**src/rtl/inst_sequencer_if.sv**
```systemverilog
// Host/decoder-facing bus of the instruction sequencer.
// start is a request taken only while busy is low; a start seen while busy is
// dropped, never queued. hold is a stall: while high no opcode is issued.
interface inst_sequencer_if #(
    parameter int ADDR_WIDTH = 4
) ();
    logic                  prog_we;
    logic [ADDR_WIDTH-1:0] prog_addr;
    logic [15:0]           prog_data;
    logic [ADDR_WIDTH:0]   prog_len;
    logic                  start;
    logic                  hold;
    logic [2:0]            opcode;
    logic                  inst_v;
    logic                  busy;
    logic                  done;

    modport master (
        output prog_we, prog_addr, prog_data, prog_len, start, hold,
        input  opcode, inst_v, busy, done
    );

    modport slave (
        input  prog_we, prog_addr, prog_data, prog_len, start, hold,
        output opcode, inst_v, busy, done
    );
endinterface

```
**src/rtl/inst_sequencer.sv**
```systemverilog
// Instruction sequencer: runs a small program of repeat-counted words, issuing
// one opcode per cycle to the PE-array decoder, then waits out the decoder's
// write-back pipeline before pulsing done.
module inst_sequencer #(
    parameter int DEPTH      = 16,
    parameter int ADDR_WIDTH = 4,
    parameter int DRAIN      = 6
) (
    input  logic                clk,
    input  logic                rst_n,
    inst_sequencer_if.slave     bus,
    output logic [1:0]          dbg_state_o
);
    localparam int LEN_W  = ADDR_WIDTH + 1;
    localparam int DCNT_W = (DRAIN > 1) ? $clog2(DRAIN) : 1;

    typedef enum logic [1:0] {
        S_IDLE  = 2'd0,
        S_FETCH = 2'd1,
        S_ISSUE = 2'd2,
        S_DRAIN = 2'd3
    } state_e;

    state_e              state_q;
    logic [ADDR_WIDTH-1:0] pc_q;
    logic [LEN_W-1:0]    len_q;
    logic [7:0]          rcnt_q;
    logic [DCNT_W-1:0]   dcnt_q;
    logic [3:0]          ir_q;      // {opcode, wb} of the word being issued
    logic [2:0]          opcode_q;
    logic                inst_v_q;
    logic                done_q;
    logic                pc_last;

    // Only {opcode, wb, rpt} are stored; the reserved nibble is dropped.
    logic [11:0]         mem_q [DEPTH];
    logic                unused_rsvd;

    assign unused_rsvd = ^bus.prog_data[3:0];
    assign pc_last     = ({1'b0, pc_q} == (len_q - LEN_W'(1)));

    assign bus.opcode  = opcode_q;
    assign bus.inst_v  = inst_v_q;
    assign bus.done    = done_q;
    assign bus.busy    = (state_q != S_IDLE);
    assign dbg_state_o = state_q;

    // Program store: writable only while idle, deliberately not cleared by reset.
    always_ff @(posedge clk) begin
        if (bus.prog_we && state_q == S_IDLE) begin
            mem_q[bus.prog_addr] <= bus.prog_data[15:4];
        end
    end

    // Sequencer FSM with registered decoder outputs; outputs default to LOAD/0.
    always_ff @(posedge clk) begin
        if (!rst_n) begin
            state_q  <= S_IDLE;
            pc_q     <= '0;
            len_q    <= '0;
            rcnt_q   <= '0;
            dcnt_q   <= '0;
            ir_q     <= '0;
            opcode_q <= 3'b000;
            inst_v_q <= 1'b0;
            done_q   <= 1'b0;
        end else begin
            opcode_q <= 3'b000;
            inst_v_q <= 1'b0;
            done_q   <= 1'b0;
            case (state_q)
                S_IDLE: begin
                    if (bus.start) begin
                        if (bus.prog_len == '0) begin
                            // Empty program completes immediately without going busy.
                            done_q <= 1'b1;
                        end else begin
                            if (bus.prog_len > LEN_W'(DEPTH)) begin
                                len_q <= LEN_W'(DEPTH);
                            end else begin
                                len_q <= bus.prog_len;
                            end
                            pc_q    <= '0;
                            state_q <= S_FETCH;
                        end
                    end
                end
                S_FETCH: begin
                    ir_q    <= mem_q[pc_q][11:8];
                    rcnt_q  <= mem_q[pc_q][7:0];
                    state_q <= S_ISSUE;
                end
                S_ISSUE: begin
                    if (!bus.hold) begin
                        opcode_q <= ir_q[3:1];
                        inst_v_q <= ir_q[0];
                        if (rcnt_q != 8'd0) begin
                            rcnt_q <= rcnt_q - 8'd1;
                        end else if (!pc_last) begin
                            pc_q    <= pc_q + ADDR_WIDTH'(1);
                            state_q <= S_FETCH;
                        end else begin
                            dcnt_q  <= DCNT_W'(DRAIN - 1);
                            state_q <= S_DRAIN;
                        end
                    end
                end
                S_DRAIN: begin
                    // done lands exactly DRAIN cycles after the last issued output.
                    if (dcnt_q != '0) begin
                        dcnt_q <= dcnt_q - DCNT_W'(1);
                    end else begin
                        done_q  <= 1'b1;
                        state_q <= S_IDLE;
                    end
                end
                default: state_q <= S_IDLE;
            endcase
        end
    end
endmodule

```
**src/flat_wrapper.sv**
```systemverilog
// flat-port wrapper written by rule: the top's interface ports become plain ports
module inst_sequencer_flat 
#(
    parameter int DEPTH      = 16,
    parameter int ADDR_WIDTH = 4,
    parameter int DRAIN      = 6
)
  (clk, rst_n, dbg_state_o, bus_prog_we, bus_prog_addr, bus_prog_data, bus_prog_len, bus_start, bus_hold, bus_opcode, bus_inst_v, bus_busy, bus_done);
  inst_sequencer_if #(.ADDR_WIDTH(ADDR_WIDTH)) bus_i ();
  input  logic clk;
  input  logic rst_n;
  output logic [1:0] dbg_state_o;
  input wire logic [$bits(bus_i.prog_we)-1:0] bus_prog_we;
  input wire logic [$bits(bus_i.prog_addr)-1:0] bus_prog_addr;
  input wire logic [$bits(bus_i.prog_data)-1:0] bus_prog_data;
  input wire logic [$bits(bus_i.prog_len)-1:0] bus_prog_len;
  input wire logic [$bits(bus_i.start)-1:0] bus_start;
  input wire logic [$bits(bus_i.hold)-1:0] bus_hold;
  output wire logic [$bits(bus_i.opcode)-1:0] bus_opcode;
  output wire logic [$bits(bus_i.inst_v)-1:0] bus_inst_v;
  output wire logic [$bits(bus_i.busy)-1:0] bus_busy;
  output wire logic [$bits(bus_i.done)-1:0] bus_done;
  assign bus_i.prog_we = bus_prog_we;
  assign bus_i.prog_addr = bus_prog_addr;
  assign bus_i.prog_data = bus_prog_data;
  assign bus_i.prog_len = bus_prog_len;
  assign bus_i.start = bus_start;
  assign bus_i.hold = bus_hold;
  assign bus_opcode = bus_i.opcode;
  assign bus_inst_v = bus_i.inst_v;
  assign bus_busy = bus_i.busy;
  assign bus_done = bus_i.done;
  inst_sequencer #(.DEPTH(DEPTH), .ADDR_WIDTH(ADDR_WIDTH), .DRAIN(DRAIN)) u_core (.clk(clk), .rst_n(rst_n), .bus(bus_i), .dbg_state_o(dbg_state_o));
endmodule
```
**config.mk**
```make
export PLATFORM = sky130hd
export DESIGN_NAME = inst_sequencer_flat
export DESIGN_NICKNAME = d
export VERILOG_FILES = /design/src/rtl/inst_sequencer_if.sv /design/src/rtl/inst_sequencer.sv /design/src/flat_wrapper.sv
export SDC_FILE = /design/constraint.sdc
export NUM_CORES = 1
export LEC_CHECK = 0
export CORE_MARGIN = 2
export CORE_UTILIZATION = 45
export CTS_BUF_LIST = sky130_fd_sc_hd__clkbuf_4 sky130_fd_sc_hd__clkbuf_8
export CTS_CLUSTER_DIAMETER = 50
export DETAILED_ROUTE_END_ITERATION = 16
export GPL_ROUTABILITY_DRIVEN = 0
export PLACE_DENSITY = 0.7
export SYNTH_ARGS = -nofsm -noshare
export SYNTH_HDL_FRONTEND = slang
export SYNTH_SLANG_ARGS = --single-unit
```
**constraint.sdc**
```tcl
create_clock -name clk -period 7 [get_ports clk]
set_input_delay 0.7 -clock clk [delete_from_list [all_inputs] [get_ports clk]]
set_output_delay 0.7 -clock clk [all_outputs]
set_load 0.01 [all_outputs]
```
## After elaboration in Yosys (flattened, before gate mapping)

Memories as Yosys holds them, arrays and structs flattened. A register that Yosys moved wholly into a read port is not among the register bits.
Cells that the tools add are included.

| word-level totals | value |
|---|---|
| register bits after elaboration | 31 |
| bits in writable memories | 192 |
| input port bits | 30 |
| output and inout port bits | 8 |
| logic and storage cells | 76 |
| memories kept | 1 |

| cells by class | value |
|---|---|
| add/subtract/negate cells | 4 |
| $lt $le $gt $ge | 1 |
| equal/unequal tests | 13 |
| multiplexer cells | 30 |
| bitwise logic cells | 3 |
| reduce and logical (&&, ||, !) cells | 15 |

Memory list:

| memory | depth | width | rd ports | clocked after memory_dff | wr ports | line | text |
|---|---|---|---|---|---|---|---|
| u_core.mem_q | 16 | 12 | 1 | 1 | 1 | inst_sequencer.sv:36 | `logic [11:0] mem_q [DEPTH];` |

Operator list:

| kind | number |
|---|---|
| 4-bit two-way mux | 7 |
| 8-bit two-way mux | 2 |
| 8-bit case mux with 2 select lines | 1 |
| 2-bit two-way mux | 6 |
| 3-bit two-way mux | 4 |
| 2-bit inequality test (second input constant) | 6 |
| 5-bit AND reduction | 2 |
| 2-bit case mux with 4 select lines | 1 |
| 4-bit case mux with 2 select lines | 1 |
| 2-bit nonzero test | 4 |
| 8-bit nonzero test | 1 |
| 8-bit by 1-bit subtractor with 8-bit output (second input constant) | 1 |
| 2-bit by 1-bit inequality test with 1-bit output (second input constant) | 3 |
| 3-bit case mux with 2 select lines | 1 |
| 3-bit AND reduction | 2 |
| 6-bit AND reduction | 1 |
| 4-bit by 5-bit equality test with 1-bit output | 1 |
| 5-bit greater-than comparator (second input constant) | 1 |
| 5-bit logical NOT | 1 |
| 1-bit two-way mux | 5 |
| 5-bit two-way mux | 1 |
| 5-bit by 1-bit subtractor with 5-bit output (second input constant) | 1 |
| 4-bit by 1-bit adder with 4-bit output (second input constant) | 1 |
| 2-bit equality test (second input constant) | 2 |
| other kinds (8) | 10 |

## Longest topological paths before layout

Gate-level depths: netlist (run 1).

| depth | value |
|---|---|
| word-level depth | 8 |
| depth in mapped cells | 10 |
| gate-level depth less buffers | 8 |

## Worst setup path after synthesis (run 1)

No wires, ideal clock.

| path | value |
|---|---|
| kind | register to register |
| start point | register u_core.state_q[0] (netlist: u_core.dbg_state_o[0]) |
| end point | memory u_core.mem_q[0][0] (enable) |
| data arrival time | 2.009 ns |
| slack | 4.594 ns |
| stages on the path, launching flop included | 6 |
| buffers on the path | 0 |
| cells stage by stage | dfxtp_1 -> inv_1 -> ha_1 -> nand2_1 -> or3_1 -> nor3_1 |

| between the ends | value |
|---|---|
| longest elaborated chain between the ends | 4 |

RTL lines:

| element | line | text |
|---|---|---|
| start, declared | inst_sequencer.sv:24 | `state_e state_q;` |
| start signal, assigned | inst_sequencer.sv:58 | `state_q <= S_IDLE;` |
| start signal, assigned | inst_sequencer.sv:84 | `state_q <= S_FETCH;` |
| start signal, assigned | inst_sequencer.sv:91 | `state_q <= S_ISSUE;` |
| 2-bit logical NOT | inst_sequencer.sv:50 | `if (bus.prog_we && state_q == S_IDLE) begin` |
| 1-bit logical AND | inst_sequencer.sv:50 |  |
| 1-bit two-way mux | inst_sequencer.sv:50 |  |
| 1-bit two-way mux (implied by the code) | inst_sequencer.sv:51 | `mem_q[bus.prog_addr] <= bus.prog_data[15:4];` |
| end, declared | inst_sequencer.sv:36 |  |

Every way passes these cells.

## Worst setup path in the final report (run 1)

| path | value |
|---|---|
| start point | register u_core.state_q[0] (netlist: u_core.dbg_state_o[0]) |
| end point | register u_core.rcnt_q[3] |

| between the ends | value |
|---|---|
| longest elaborated chain between the ends | 3 |
| elaborated cells on any way between the ends | 7 |
| classes of those cells | 4 x eq/ne; 1 x mux; 2 x reduce/logical |

RTL lines:

| element | line | text |
|---|---|---|
| 2-bit equality test or 2-bit by 1-bit equality test with 1-bit output (tied branches) | inst_sequencer.sv:71 | `case (state_q)` |
| 2-bit by 1-bit inequality test with 1-bit output (no line) (tied with other cells) | n/a |  |
| 3-bit AND reduction (no line) | n/a |  |
| end signal, assigned | inst_sequencer.sv:90 | `rcnt_q <= mem_q[pc_q][7:0];` |
| end signal, assigned | inst_sequencer.sv:98 | `rcnt_q <= rcnt_q - 8'd1;` |
| end, declared | inst_sequencer.sv:27 | `logic [7:0] rcnt_q;` |

Parallel ways exist; a longest one is shown, timed or not.
A chain may end at the register's enable or synchronous reset.

==> results of run 1 <==
-- cell usage in the layout, fill, tap and decap left out, drive strengths merged, types with 4 or more instances in the layout --
master / Yosys / final
a21oi: 13 / 13
a221oi: 8 / 8
a22o: 8 / 8
and2: 4 / 4
and3: 7 / 7
buf: 12 / 15
clkbuf: 9 / 49
clkdlybuf4s50: 0 / 33
clkinv: 0 / 11
dfxtp: 35 / 35
edfxtp: 192 / 192
ha: 10 / 10
inv: 11 / 13
mux4: 51 / 51
nand2: 28 / 28
nand2b: 5 / 5
nand3b: 6 / 6
nor2: 27 / 27
nor2b: 9 / 9
nor3: 11 / 11
nor3b: 7 / 7
o21ai: 14 / 14
o22ai: 7 / 7
xnor2: 5 / 5
xor2: 4 / 4
-- stage by stage --
step | std cells | util (%) | worst slack [ns] | cell area, um2 | hold slack, ns
5_1_grt | 883 | 52.5 | 3.82 | 10500 | 0.492
6_report | 883 | 52.5 | 4.13 | 10500 | 0.472
3_3_place_gp | 819 | 48.9 | 4.13 | 9840 | 0.445
2_1_floorplan | 522 | - | 4.59 | 9130 | 0.438
3_5_place_dp | 819 | 48.9 | 4.00 | 9840 | 0.466
4_1_cts | 883 | 52.5 | 4.18 | 10500 | 0.475
-- worst paths after layout --
path / startpoint / endpoint / slack, ns / cells after the start
max reg2reg: u_core.dbg_state_o[0] / u_core.rcnt_q[3] / 4.13 / 8
min: u_core.dcnt_q[1] / u_core.dcnt_q[1] / 0.47 / 2
max: u_core.dbg_state_o[0] / u_core.rcnt_q[3] / 4.13 / 8
min reg2reg: u_core.dcnt_q[1] / u_core.dcnt_q[1] / 0.47 / 2
-- area by class of cell --
class                   instances  share of cell area [%]
flip-flops and latches        227                    61.4
clock buffers                  49                    5.74
clock inverters                15                   0.997
well taps                     270                    3.20
multi-input cells             263                    24.1
repair buffers                 48                    4.20
inverters                      11                   0.392
-- registers in the layout, indices dropped and copies added (netlist names), named ones only --
register and flops:
u_core.dcnt_q 3, u_core.bus.done 1, u_core.len_q 5, u_core.mem_q 192, u_core.rcnt_q 8, u_core.pc_q 4
u_core.dbg_state_o 2, u_core.bus.inst_v 1, u_core.ir_q 4, u_core.bus.opcode 3
-- power groups by stage --
stage          sequential [uW]  clock (uW)  combinational [uW]
2_1_floorplan             1530           0                 121
3_3_place_gp              1540           0                 174
3_5_place_dp              1540           0                 184
4_1_cts                   1520        1140                 185
5_1_grt                   1520        1200                 202
6_report                  1520        1110                 186
-- critical path, cell delays in order (launching register included) --
cell      delay [ns]
dfxtp_1         0.36
inv_1           0.12
ha_1            0.57
nor2b_1         0.46
a21boi_0        0.55
or2_2           0.31
nand2_1         0.07
a221oi_1        0.24
nor2b_1         0.08
-- routing by layer --
layer | GRT usage (%) | part of all wire (%) | wire [um] | vias to the layer above
li1 | - | - | - | 2237
met1 | 23.3 | 43 | 7900 | 2550
met2 | 28.9 | 49 | 9150 | 182
met3 | 3.88 | 5.9 | 1100 | 33
met4 | 6.02 | 1.9 | 345 | 0
met5 | 0 | 0 | 0 | -
-- cell families after synthesis --
logic type / after synthesis
buffers and inverters: 32
AND/OR/NAND/NOR: 119
multiplexers: 56
flip-flops: 227
adder cells (fa/ha/maj): 10
XOR/XNOR: 9
AO/OA/AOI/OAI: 69
==> run_results.csv, run 1 <==
group,metric,value,unit
cts,clkLatencyLatePin,0.53,ns
status,status,"finished, final reports clean",
yosys,synthArstFlopShare,0,%
cts,cts-htree-levels,2,
grt,grt_pass1_vias,5112,
critical_path,critPathMaxFanout,18,
detailed_routing,ant_nets,0,
die,die-width,146,um
detailed_routing,drt_iter0_drc,389,
placement,portBuffers,33,
grt,gr-total-overflow,0,
timing,rsz0062_at_grt,"no",
timing,skew,0.0337,ns
layout,fillers,1567,
critical_path,cp_data_required_time,7.41,ns
timing,setup_viol,0,
yosys,synth_xor_xnor_area_share,0.863,%
power,comb_power_share,6.6,%
cts,cts_hold_buf,0,
yosys,synth_simple_gate_area_share,7.01,%
timing,drv_slew,0,
yosys,syn_nets,562,
cts,cts_resized,0,
die,initial_utilization,45.4,%
detailed_routing,drt-total-wl,18500,um
power,p_switching,631,uW
cts,tritoncts,"yes",
grt,antenna_found_initial,0,
placement,dp_hpwl,11400,um
power,vdd_drop_max,0.176,mV
timing,slew-limit-headroom,16.7,%
timing,layout_min_cycle_time,2.87,ns
yosys,ys_seq_area_share,70.8,%
die,rows,52,
yosys,synth.distinct_cells,54,
cts,cts_root_buf,"clkbuf_8",
power,power.internal,2180,uW
run,max-cap-violations,0,
layout,diodes,0,
critical_path,critPathKind,"reg -> reg",
grt,grt_pass1_wl,28600,um
yosys,muxShareOfSynthArea,13.2,%
power,seqPwrFrac,53.9,%
layout,multiInputGateArea,2540,um2
cts,clock-sinks,227,
timing,fin_crit_sh,41.0,%
yosys,synth_most_common_cell,"edfxtp_1",
detailed_routing,via_per_inst,5.66,
cts,cts_buffer_depth,3,
detailed_routing,dr_total_vias,5002,
detailed_routing,drc,0,
detailed_routing,dr.pass1.iters,5,
timing,max_freq,348,MHz
cts,clkTransAtPathRegs,0.06,ns
cts,cts_buffers,38,
die,dieArea,21500,um2
yosys,ys.flop_type,"edfxtp_1",
die,fp.coreArea,20100,um2
timing,setup_tns,0,ns
timing,hold_viol,0,
yosys,syn_area_per_cell,17.5,um2
yosys,synth_edf_count,192,
timing,tightest_slew,1.24,ns
power,power_density,266,nW/um2
grt,gr-usage-all-layers,17.5,%
yosys,synth_adder_area_share,1.37,%
power,power,2810,uW
layout,seqCellArea,6470,um2
detailed_routing,wl_per_cell,20.9,um
power,p_leak,0.00338,uW
yosys,synth_top_cells_by_count,"edfxtp_1, mux4_2, dfxtp_1, nand2_1, nor2_1",
die,fp.dieH,146,um
yosys,yosys.area.top_type,"edfxtp_1",
critical_path,crit_arrival,3.28,ns
yosys,synth_compound_area_share,5.22,%
yosys,ys_seq_elements,227,
yosys,synth_top_family_by_area,"multiplexers",
die,ios,38,
yosys,yosysTopAreaCellShare,63.1,%
layout,drive_gt1_share,22.7,%
grt,grt_max_degree,49,
yosys,yosys_warnings,0,
critical_path,start_kind,"flop",
cts,postCtsSetupBuffers,0,
critical_path,endpoint_kind,"flop",
layout,area_growth_syn_to_layout,15.5,%
yosys,netlist_area,9130,um2
power,p_clk_share,39.4,%
layout,fin_nets,629,
yosys,ys_top_cells_by_area,"edfxtp_1, mux4_2, dfxtp_1",
worst_hold_path,hold_path_class,"reg -> reg",
power,sw_frac_of_total,22.4,%
yosys,syn-instance-count,522,
Note: power is estimated with default switching activity, not from simulation.
==> run 2: changes to the inputs <==
- clock period: 7 -> 3 ns (I/O delays scaled with it)
==> run 2 against run 1 <==
Hold slack lost 0.010 ns. Critical path type is now reg -> out. Clock-buffer cell count rose by 7. Clock power rose to 2.5 times the previous value. Sequential power grew 130%. First-iteration DRC count is 17% lower. Die area did not move. Highest routed layer unchanged. Critical endpoint is now bus_busy. Design area is 1.8% higher. Global-route usage fell by 0.34 points. Via count fell by 1.4%. Utilization grew 0.94 points. Clock skew down 0.0050 ns. Register-to-register slack worse by 3.4 ns.
==> run_results.csv, run 2 (synthesis results as in run 1) <==
group,metric,value,unit
cts,cts-htree-levels,2,
power,p_switching,1490,uW
layout,fin_nets,642,
critical_path,endpoint_kind,"output pin",
grt,antenna_found_initial,0,
cts,tritoncts,"yes",
cts,cts_root_buf,"clkbuf_8",
cts,clkLatencyLatePin,0.53,ns
die,fp.dieH,146,um
detailed_routing,via_per_inst,5.47,
critical_path,critPathKind,"reg -> out",
critical_path,rr_endpoint,"u_core.ir_q[1]",
timing,rsz0062_at_grt,"no",
critical_path,regToRegSetupSlack,0.73,ns
timing,max_freq,426,MHz
power,seqPwrFrac,52.1,%
grt,grt_pass1_wl,28700,um
layout,final_cell_mix,"edfxtp_1, mux4_2, clkbuf_8, dfxtp_1, clkdlybuf4s50_1",
timing,slew-limit-headroom,39.3,%
timing,hold_viol,0,
detailed_routing,dr_total_vias,4931,
grt,gr-total-overflow,0,
detailed_routing,ant_nets,0,
timing,setup_viol,0,
critical_path,crit_arrival,2.05,ns
detailed_routing,wl_per_cell,19.7,um
status,status,"finished, final reports clean",
power,p_clk_share,41.4,%
placement,dp_slack,0.457,ns
cts,cts_resized,0,
detailed_routing,dr.pass1.iters,4,
power,vdd_drop_max,0.522,mV
layout,area_growth_syn_to_layout,17.6,%
power,power.internal,5290,uW
timing,layout_min_cycle_time,2.35,ns
placement,placed_area,9940,um2
run,max-cap-violations,0,
layout,diodes,0,
power,sw_frac_of_total,22.0,%
detailed_routing,drt-total-wl,17800,um
timing,holdWs,0.462,ns
layout,largest_register_ffs,192,
placement,portBuffers,33,
timing,tightest_slew,0.907,ns
layout,largest_register,"u_core.mem_q",
grt,grt_max_degree,28,
power,power_density,631,nW/um2
cts,postCtsSetupBuffers,0,
power,comb_power_share,6.6,%
timing,setup_slack,0.654,ns
die,fp.coreArea,20100,um2
cts,cts_hold_buf,0,
power,p_leak,0.00349,uW
die,rows,52,
layout,drive_gt1_share,24.7,%
critical_path,start_kind,"flop",
worst_hold_path,min_to,"u_core.dcnt_q[1]",
placement,dp_hpwl,11300,um
cts,cts_buffers,39,
detailed_routing,drc,0,
layout,top_regs,"u_core.mem_q (192), u_core.rcnt_q (8), u_core.len_q (5)",
cts,clkTransAtPathRegs,0.05,ns
timing,drv_slew,0,
die,initial_utilization,45.4,%
die,dieArea,21500,um2
grt,gr-usage-all-layers,17.2,%
cts,cts_buffer_depth,3,
timing,skew,0.0287,ns
power,power,6780,uW
critical_path,r2r_cells,5,
worst_hold_path,min_from,"u_core.dcnt_q[1]",
worst_hold_path,min_path_cells,2,
critical_path,critPathMaxFanout,6,
die,ios,38,
grt,grt_pass1_vias,5234,
layout,final_common_cell,"edfxtp_1",
die,die-width,146,um
critical_path,cp_data_required_time,2.70,ns
layout,final_area,10700,um2
detailed_routing,drt_iter0_drc,323,
cts,clock-sinks,227,
timing,setup_tns,0,ns
timing,fin_crit_sh,78.2,%
worst_hold_path,hold_path_class,"reg -> reg",
==> run 2: power by group through the flow <==
stage	clock, uW	combinational (uW)	sequential [uW]
final	2800	445	3530
after global routing	3020	491	3540
after CTS	2870	446	3530
after detailed placement	0	442	3590
after global placement	0	421	3590
after floorplan	0	283	3580
==> run 2: worst max path at each step <==
stage	start	endpoint	cells past startpoint
finish	u_core.dbg_state_o[0]	bus_busy	4
global route	flop	u_core.rcnt_q[3]	6
CTS	u_core.dbg_state_o[0]	bus_busy	4
detailed placement	bus_prog_len[1]	flop	7
global placement	bus_prog_len[1]	flop	7
floorplan	u_core.dbg_state_o[0]	u_core.mem_q[0][0]	5
==> run 2: final cells by class <==
| class | instances | area, um2 |
|---|---|---|
| Multi-Input combinational cell | 263 | 2540 |
| Timing Repair Buffer | 60 | 546 |
| Fill cell | 1572 | 9370 |
| Sequential cell | 227 | 6470 |
| Tap cell | 270 | 338 |
| Clock buffer | 56 | 664 |
| Clock inverter | 15 | 133 |
| Inverter | 11 | 41.3 |
==> run 2: metal layers <==
layer  vias to the layer above  GRT usage, %  share of wire (%)
met4                         0          5.00                1.7
met3                        28          3.66                6.2
met5                         -             0                  0
met2                       154          27.7                 48
met1                      2473          24.0                 44
li1                       2276             -                  -
==> run 2: metrics by stage <==
step                utilization, %  instances
detailed placement            49.4        831
floorplan                        -        522
finish                        53.4        902
global placement              49.4        831
CTS                           53.4        902
global route                  53.4        902
==> run 2: worst max-delay path, cell delays in order (launching register included) <==
cell and delay [ns]:
dfxtp_1 0.41, inv_1 0.11, ha_1 0.34, inv_1 0.13, clkdlybuf4s50_1 0.54
==> run 3: changes to the inputs <==
- clock period: 3 -> 2.4 ns (I/O delays scaled with it)
==> run 3 against run 2 <==
Non-clock buffer count is 12 higher. First-iteration DRC count is 4.6% higher. Clock power is 20% higher. Utilization is 0.55 points higher. Setup slack worse by 0.54 ns. Global-route usage is 0.45 points higher. Critical endpoint unchanged.
==> run_results.csv, run 3 (synthesis results as in run 1) <==
group,metric,value,unit
status,status,"finished, final reports clean",
cts,clock-sinks,227,
grt,grt_pass1_vias,5226,
layout,drive_gt1_share,25.9,%
critical_path,crit_arrival,2.05,ns
cts,tritoncts,"yes",
cts,postCtsSetupBuffers,0,
timing,max_freq,437,MHz
grt,gr-usage-all-layers,17.7,%
layout,largest_register_ffs,192,
critical_path,cp_data_required_time,2.16,ns
power,vdd_drop_max,0.397,mV
layout,fillers,1569,
timing,setup_viol,0,
detailed_routing,dr_total_vias,5079,
cts,cts_buffers,39,
critical_path,start_kind,"flop",
critical_path,critPathKind,"reg -> out",
grt,grt_pass1_wl,28800,um
layout,diodes,0,
placement,dp_hpwl,12000,um
detailed_routing,ant_nets,0,
layout,final_cells,915,
placement,portBuffers,33,
detailed_routing,top_layer,"met4",
grt,gr-total-overflow,0,
power,p_clk_share,40.2,%
worst_hold_path,hold_path_class,"reg -> reg",
detailed_routing,dr_wl_met2,8990,um
power,power.internal,6440,uW
power,power_density,768,nW/um2
critical_path,endpoint_kind,"output pin",
die,rows,52,
critical_path,r2r_start,"u_core.dbg_state_o[1]",
power,comb_power_share,6.8,%
timing,tightest_slew,0.585,ns
detailed_routing,dr.pass1.iters,5,
power,p_leak,0.00354,uW
die,ios,38,
placement,dp_cells,843,
critical_path,critPathMaxFanout,6,
die,initial_utilization,45.4,%
die,fp.coreArea,20100,um2
timing,fin_crit_sh,95.4,%
die,dieArea,21500,um2
die,die-width,146,um
layout,final_common_cell,"edfxtp_1",
cts,cts-htree-levels,2,
power,power,8330,uW
grt,grt_max_degree,39,
cts,clkTransAtPathRegs,0.06,ns
timing,holdWs,0.460,ns
detailed_routing,dr_wl_met3,1010,um
layout,largest_register,"u_core.mem_q",
timing,hold_viol,0,
layout,final_util,53.9,%
timing,rsz0062_at_grt,"no",
detailed_routing,drt_iter0_drc,338,
detailed_routing,wl_met1,7960,um
grt,antenna_found_initial,0,
timing,skew,0.0176,ns
timing,drv_slew,0,
layout,top_regs,"u_core.mem_q (192), u_core.rcnt_q (8), u_core.len_q (5)",
power,sw_frac_of_total,22.7,%
critical_path,crit_start,"u_core.dbg_state_o[1]",
timing,setup_tns,0,ns
timing,slew-limit-headroom,60.9,%
detailed_routing,wl_per_cell,20.0,um
layout,area_growth_syn_to_layout,18.8,%
detailed_routing,drc,0,
power,seqPwrFrac,52.9,%
layout,final_cell_mix,"edfxtp_1, mux4_2, clkbuf_8, buf_4",
worst_hold_path,min_from,"u_core.dcnt_q[1]",
cts,clkLatencyLatePin,0.53,ns
detailed_routing,via_per_inst,5.55,
run,max-cap-violations,0,
timing,layout_min_cycle_time,2.29,ns
layout,fin_nets,654,
power,p_switching,1890,uW
die,fp.dieH,146,um
cts,cts_buffer_depth,3,
detailed_routing,drt-total-wl,18300,um
cts,cts_root_buf,"clkbuf_8",
[run 3: changes by cell type in the layout (fill, tap and decap cells not counted), moves of 2 or more]
cell        previous run  this run
buf_4                 26        34
clkbuf_4              17        10
clkinv_1               8        12
clkinvlp_4             1         3
clkinv_2               2         5
buf_12                 1         5
[run 3: timing repair]
item                                    4_1_cts  5_1_grt
hold buffers                                  0        0
resized for setup                             0        2
endpoints found under the setup margin        0        6
endpoints found under the hold margin         0        0
[run 3: worst max-delay path: stages (launching register included)]
cell and delay (ns):
dfxtp_1 0.42, inv_1 0.11, ha_1 0.33, inv_1 0.13, clkdlybuf4s50_1 0.54
[run 3: routing by layer]
metal / GRT usage, % / vias to the layer above
met5: 0 / -
met4: 5.39 / 0
met3: 3.81 / 35
met2: 28.7 / 148
met1: 24.2 / 2596
li1: - / 2300
[run 3: layout make-up]
cell class | count | area [um2] | share of cell area [%]
Clock inverter | 22 | 131 | 1.21
Multi-Input combinational cell | 263 | 2550 | 23.5
Clock buffer | 50 | 626 | 5.77
Inverter | 11 | 41.3 | 0.381
Tap cell | 270 | 338 | 3.11
Sequential cell | 227 | 6470 | 59.7
Timing Repair Buffer | 72 | 686 | 6.32
[run 3: power groups by stage]
stage | logic, uW | registers [uW] | clock network, uW
floorplan | 354 | 4480 | 0
global placement | 544 | 4480 | 0
detailed placement | 565 | 4490 | 0
CTS | 568 | 4410 | 3440
global route | 632 | 4410 | 3620
finish | 569 | 4410 | 3350
[run 3: final timing paths]
kind                         to  slack [ns]  depth (start not counted)
max                    bus_busy        0.11                          4
min            u_core.dcnt_q[1]        0.46                          2
max reg2reg  u_core.mem_q[0][5]        0.15                          6
min reg2reg    u_core.dcnt_q[1]        0.46                          2
[run 3: per-stage QoR]
| step | worst slack (ns) | cell area, um2 |
|---|---|---|
| final | 0.111 | 10800 |
| after global routing | 0.0337 | 10800 |
| after CTS | 0.125 | 10800 |
| after detailed placement | 0.110 | 10100 |
| after global placement | 0.158 | 10100 |
| after floorplan | 0.185 | 9140 |
